## config.mk

```make
export PLATFORM = sky130hd
export DESIGN_NAME = sed_scheduler
export DESIGN_NICKNAME = d
export VERILOG_FILES = /design/src/rtl/sed_scheduler.sv
export SDC_FILE = /design/constraint.sdc
export NUM_CORES = 1
export LEC_CHECK = 0
export CAP_MARGIN = 10
export CORE_MARGIN = 3
export CORE_UTILIZATION = 44
export DETAILED_ROUTE_END_ITERATION = 10
export PLACE_DENSITY = 0.73
export SYNTH_ARGS = -nofsm -noshare
export SYNTH_HDL_FRONTEND = slang
export SYNTH_SLANG_ARGS = --single-unit
```

## constraint.sdc

```tcl
create_clock -name CLK -period 5.1 [get_ports CLK]
set_input_delay 1.275 -clock CLK [delete_from_list [all_inputs] [get_ports CLK]]
set_output_delay 1.275 -clock CLK [all_outputs]
set_load 0.01 [all_outputs]
```

## src/rtl/sed_scheduler.sv

```systemverilog
// sed_scheduler: launches periodic or on-demand SED configuration checks,
// drives the SED primitive controls and condenses its status into sticky
// error/timeout flags, a saturating error count and an interrupt pulse.
module sed_scheduler #(
  parameter int unsigned PERIOD  = 1024,
  parameter int unsigned TIMEOUT = 65535,
  parameter int unsigned CNTW    = 8
) (
  input  logic            CLK,
  input  logic            RSTN,
  input  logic            EN,
  input  logic            TRIG,
  input  logic            FRC,
  input  logic            CLR,
  input  logic            SEDERR,
  input  logic            SEDDONE,
  input  logic            SEDINPROG,
  output logic            SEDENABLE,
  output logic            SEDSTART,
  output logic            SEDFRCERR,
  output logic            BUSY,
  output logic            ERR_FLAG,
  output logic            TMO_FLAG,
  output logic [CNTW-1:0] ERR_CNT,
  output logic            IRQ
);

  localparam int unsigned PW = (PERIOD > 1) ? $clog2(PERIOD) : 1;
  localparam int unsigned TW = $clog2(TIMEOUT + 1);
  localparam logic [PW-1:0]   PER_LOAD = PW'(PERIOD - 1);
  localparam logic [TW-1:0]   TMO_LAST = TW'(TIMEOUT - 1);
  localparam logic [CNTW-1:0] CNT_MAX  = '1;

  typedef enum logic [1:0] {IDLE, START, RUN, CHECK} state_t;

  state_t          state, state_nxt;
  logic [PW-1:0]   per_cnt, per_nxt;
  logic [TW-1:0]   tmo_cnt, tmo_nxt;
  logic            trig_pend, trig_nxt;
  logic            frc_pend, frc_pend_nxt;
  logic            frc_cur, frc_cur_nxt;
  logic            launch, err_evt, tmo_evt;
  logic            err_flag_nxt, tmo_flag_nxt;
  logic [CNTW-1:0] cnt_base, cnt_nxt;

  logic [2:0] sync1, sync2;
  logic       s_err, s_done, s_inprog;

  assign s_err    = sync2[2];
  assign s_done   = sync2[1];
  assign s_inprog = sync2[0];

  // Two-flop synchronizers for the primitive's asynchronous status lines
  always_ff @(posedge CLK or negedge RSTN) begin
    if (!RSTN) begin
      sync1 <= '0;
      sync2 <= '0;
    end else begin
      sync1 <= {SEDERR, SEDDONE, SEDINPROG};
      sync2 <= sync1;
    end
  end

  // Next-state, counters, pending requests and event decode
  always_comb begin
    state_nxt    = state;
    per_nxt      = per_cnt;
    tmo_nxt      = tmo_cnt;
    trig_nxt     = trig_pend;
    frc_pend_nxt = frc_pend;
    frc_cur_nxt  = frc_cur;
    launch       = 1'b0;
    err_evt      = 1'b0;
    tmo_evt      = 1'b0;

    case (state)
      IDLE: begin
        if (TRIG || trig_pend) begin
          launch = 1'b1;
        end else if (EN) begin
          if (per_cnt == '0) launch = 1'b1;
          else               per_nxt = per_cnt - 1'b1;
        end else begin
          per_nxt = PER_LOAD;
        end
        if (launch) begin
          state_nxt = START;
          per_nxt   = PER_LOAD;
          tmo_nxt   = '0;
          trig_nxt  = 1'b0;
        end
      end
      START: begin
        if (tmo_cnt == TMO_LAST) begin
          tmo_evt = 1'b1;
        end else begin
          tmo_nxt = tmo_cnt + 1'b1;
          if (s_inprog) state_nxt = RUN;
        end
      end
      RUN: begin
        if (tmo_cnt == TMO_LAST) begin
          tmo_evt = 1'b1;
        end else begin
          tmo_nxt = tmo_cnt + 1'b1;
          if (s_done) state_nxt = CHECK;
        end
      end
      CHECK: begin
        err_evt   = s_err;
        state_nxt = IDLE;
      end
      default: state_nxt = IDLE;
    endcase

    if (tmo_evt) state_nxt = IDLE;

    // A trigger that cannot be serviced now is remembered once
    if (TRIG && (state != IDLE)) trig_nxt = 1'b1;

    // Force requests bind to a check until it leaves START, else to the next one
    if ((state == CHECK) || tmo_evt) begin
      frc_cur_nxt  = 1'b0;
      frc_pend_nxt = frc_pend | FRC;
    end else if ((state == START) || (state_nxt == START)) begin
      frc_cur_nxt  = frc_cur | frc_pend | FRC;
      frc_pend_nxt = 1'b0;
    end else begin
      frc_pend_nxt = frc_pend | FRC;
    end

    // Sticky flags and count: clear first, a same-cycle event still sets
    err_flag_nxt = err_evt | (ERR_FLAG & ~CLR);
    tmo_flag_nxt = tmo_evt | (TMO_FLAG & ~CLR);
    cnt_base     = CLR ? '0 : ERR_CNT;
    cnt_nxt      = cnt_base;
    if (err_evt && (cnt_base != CNT_MAX)) cnt_nxt = cnt_base + 1'b1;
  end

  // State, bookkeeping and registered outputs decoded from the next state
  always_ff @(posedge CLK or negedge RSTN) begin
    if (!RSTN) begin
      state     <= IDLE;
      per_cnt   <= PER_LOAD;
      tmo_cnt   <= '0;
      trig_pend <= 1'b0;
      frc_pend  <= 1'b0;
      frc_cur   <= 1'b0;
      SEDENABLE <= 1'b0;
      SEDSTART  <= 1'b0;
      SEDFRCERR <= 1'b0;
      BUSY      <= 1'b0;
      ERR_FLAG  <= 1'b0;
      TMO_FLAG  <= 1'b0;
      ERR_CNT   <= '0;
      IRQ       <= 1'b0;
    end else begin
      state     <= state_nxt;
      per_cnt   <= per_nxt;
      tmo_cnt   <= tmo_nxt;
      trig_pend <= trig_nxt;
      frc_pend  <= frc_pend_nxt;
      frc_cur   <= frc_cur_nxt;
      SEDENABLE <= (state_nxt != IDLE);
      SEDSTART  <= (state_nxt == START);
      SEDFRCERR <= frc_cur_nxt && ((state_nxt == START) || (state_nxt == RUN));
      BUSY      <= (state_nxt != IDLE);
      ERR_FLAG  <= err_flag_nxt;
      TMO_FLAG  <= tmo_flag_nxt;
      ERR_CNT   <= cnt_nxt;
      IRQ       <= err_evt | tmo_evt;
    end
  end

endmodule
```

==> results.md <==
- The initial core utilization is 0.4662.
- The number of sinks on the clock net is 51.
- The worst setup path is captured at a flop.
- The run finished with clean final reports.
- The synthesized design spends more area on one cell type than any other, namely sky130_fd_sc_hd__dfrtp_1.
- Using the TritonRoute via totals, the vias-per-cell ratio works out to 5.563.
- STA classifies the critical path startpoint as an input port.
- After detailed routing, the total wire length is 5065 um.
- Pin placement for this block handled 24 I/O pins.
- In this run, post-CTS hold repair placed 0 buffers.
- For this block, the initial DRC count from the detailed router was 121.
- In this run the core area contains 27 standard-cell rows.
- The number of pins exceeding their max-slew limit in the final report was 0.
- The first global-routing pass estimated 9239 um of wire.
- Adding up every negative setup slack in the final design gives 0 ps.
- The number of antenna violations at the first check in global routing came to 0.
- The net count after synthesis is approximately 290.
- The worst IR drop on VDD is 0.2987 mV.
- Of the synthesized area, sequential elements account for 0.4900.
- The net count of the finished layout is 307.
- The data arrival at the endpoint of the critical path is 3650 ps.
- Timing would allow up to 289.9 MHz.
- The repair_antennas step left the layout with diodes totalling 0.
- For the worst setup path, the data required time is about 5300 ps.
- For this design the static power due to leakage is between 1 and 1.5 nW.
- The aggregate global-route resource usage is 0.1578.
- The clock latency on the worst-skew pair is 300 ps.
- The fraction of post-synthesis cell area in the top cell type by area is 0.3901.
- Counting every instance in the synthesized netlist gives roughly 270.
- The largest family of logic cells by synthesized area is simple AND/OR/NAND/NOR gates.
- The critical path is of the in2reg type.
- The final worst-path cycle share is 0.6763.
- The ratio of cells with drive above 1 in the final layout is 0.09059.
- The first-pass iteration count of the detailed router is 4.
- Buffers added to address setup during post-CTS repair amount to 0.
- Setup repair after global routing left no endpoint under its margin.
- The post-synthesis average cell area is ~10 um^2.
- Of the total synthesized cell area, the portion taken by AND, OR, NAND and NOR gates is 0.2488.
- The number of synthesized flops with an enable pin is 0.
- The detail route stage leaves a number of antenna-violating nets equal to 0.
- The die is 83.32 um wide.
- The number of flip-flops and latches in the synthesized netlist is between 50 and 60.
- In the routed design, unresolved DRC markers number 0.
- The die area is 0.006941 mm^2.
- The core box area is around 0.0056 mm^2.
- The number of endpoints with negative hold slack in the final report is 0.
- TritonCTS built the clock tree.
- In this run the vertical extent of the chip is between 80 and 90 um.
- The final core utilization is 0.5325.
- The kind of path behind the tightest hold check is reg2reg.
- The netlist uses 45 different library cells.
- The hold slack is 356.0 ps.
- The fraction of synthesized area in multiplexers is 0.004282.
- The number of port buffers is 23.
- Across all register-to-register paths, the minimum setup slack is between 1500 and 2000 ps.
- Detailed placement ended at an HPWL of about 3500 um.
- Of the total synthesized cell area, the portion taken by full adders, half adders and majority gates is 0.05709.
- Along the worst path, the maximum fanout reaches 17.
- The number of H-tree levels is 2.
- By count the netlist is led by 41 x sky130_fd_sc_hd__dfrtp_1, 29 x sky130_fd_sc_hd__nor2_1, 18 x sky130_fd_sc_hd__a21oi_1, 18 x sky130_fd_sc_hd__nand2_1, 14 x sky130_fd_sc_hd__nand4_1.
- The final period demand of the worst path is 3449 ps.
- The buffer cell driving the clock tree root is sky130_fd_sc_hd__clkbuf_8.
- Across the run, the number of max-cap violations was 0.
- Fill cells in the final layout number about 510.
- Among all flip-flop cells after synthesis, the most frequent one is sky130_fd_sc_hd__dfrtp_1.
- The pin slew with the least headroom to its limit is 717.5 ps.
- The CTS buffer count is 5.
- The routed wire length per instance is about 14 um.
- After clock tree synthesis, the clock-pin slew on the worst setup and hold paths is roughly 90 ps.
- Compared with the post-synthesis result, the final layout area differs by 14.22%.
- The number of global-route vias before repair was 2027.
- Summing every instance area after synthesis gives roughly 0.0026 mm^2.
- The vias after detailed routing is 1997.
- The fraction of registers with async set or reset after synthesis is 1.000.
- The synthesized-area fraction occupied by ao, oa, aoi and oai cells was 0.09990.
- The pin count of the biggest net entering global routing is 52.
- The total overflow left after global routing is 0.
- For this run, the number of Yosys warnings is 0.
- The most instantiated library cell after synthesis is sky130_fd_sc_hd__dfrtp_1.
- The longest clock path from root to sink contains 2 buffers.
- After synthesis, the cell types taking the most area are sky130_fd_sc_hd__dfrtp_1 39%, sky130_fd_sc_hd__dfstp_2 10%, sky130_fd_sc_hd__ha_1 5.7%.
- The number of gates resized after CTS was 0.
- Of the total synthesized cell area, the portion taken by XOR and XNOR cells is 0.06327.
- The setup-violating endpoint count in the final report is 0.
- The worst pin sits at a relative slew slack of 0.5194.
- The congestion estimate from routability-driven global placement came to 0.8409.
- On the final layout, the worst clock skew is 8.593 ps.
- Dividing total power by cell area gives a power density of 373.2 mW/mm^2.
[layout make-up]
type | instances | area, um^2 | area share
Sequential cell | 51 | 1289 | 0.4290
Multi-Input combinational cell | 190 | 1245 | 0.4144
Timing Repair Buffer | 27 | 255.2 | 0.08496
Tap cell | 72 | 90.09 | 0.02999
Clock buffer | 7 | 76.32 | 0.02541
Inverter | 11 | 41.29 | 0.01374
Clock inverter | 1 | 7.507 | 0.002499
[worst max-delay path, stage by stage]
cell	delay [ps]
sky130_fd_sc_hd__clkdlybuf4s50_1	410
sky130_fd_sc_hd__or3b_1	410
sky130_fd_sc_hd__a31oi_4	440
sky130_fd_sc_hd__nor2_1	120
sky130_fd_sc_hd__o211a_1	240
sky130_fd_sc_hd__ha_1	220
sky130_fd_sc_hd__o22a_1	200
sky130_fd_sc_hd__o21a_1	170
sky130_fd_sc_hd__and2_1	150
[final timing paths]
path	start	to	depth (start not counted)
max in group asynchronous	RSTN	sync2[2]	2
max reg2reg	state[0]	SEDFRCERR	10
min reg2reg	sync1[2]	sync2[2]	0
min in group asynchronous	RSTN	tmo_cnt[5]	2
max	TRIG	SEDFRCERR	9
min	sync1[2]	sync2[2]	0
[power by group]
part	switching (mW)	internal (mW)	leakage (nW)	total, mW
registers	0.0399	0.462	0.646	0.502
logic	0.228	0.164	0.566	0.392
clock network	0.130	0.0974	0.0385	0.228
[layer usage]
layer / GRT usage / wire length (um)
met1: 0.2062 / 2364
met2: 0.2631 / 2430
met3: 0.03373 / 192
met4: 0.04606 / 77
met5: 0 / 0
[cells in the final DEF (no fill, tap or decap), drive strengths merged, types with 5 or more instances in the layout]
cell / count
inv: 11
xor2: 6
xnor2: 13
dfstp: 10
a21oi: 18
nand4: 14
nand2: 18
a31oi: 5
ha: 12
clkdlybuf4s50: 22
nor4: 11
nand3: 10
buf: 5
nor2: 29
o21ai: 5
dfrtp: 41
nor3: 5
clkbuf: 7
[sequential cells by signal, summed over array words and instances (netlist names)]
signal and count:
tmo_cnt 16, per_cnt 10, ERR_CNT 8, sync1 3
sync2 3, state 2, BUSY 1, ERR_FLAG 1
IRQ 1, SEDFRCERR 1, SEDSTART 1, TMO_FLAG 1
frc_cur 1, frc_pend 1, trig_pend 1
[stage by stage]
| step | cells | setup WS [ps] | power, mW | instance area (um^2) |
|---|---|---|---|---|
| after detailed placement | 351 | 1324 | 0.9010 | 2920 |
| after floorplan | 265 | 1775 | 0.7716 | 2630 |
| after global placement | 351 | 1381 | 0.8903 | 2920 |
| after global routing | 359 | 1498 | 1.207 | 3004 |
| final | 359 | 1651 | 1.121 | 3004 |
| after CTS | 359 | 1655 | 1.133 | 3004 |
[cells by family (layout without fill, tap and decap cells)]
| logic type | Yosys count | after routing |
|---|---|---|
| simple gates | 118 | 118 |
| mux | 1 | 1 |
| flops | 51 | 51 |
| fa+ha+maj | 12 | 12 |
| buf+inv | 24 | 46 |
| compound gates | 40 | 40 |
| xor+xnor | 19 | 19 |
(Power assumes the default switching activity.)
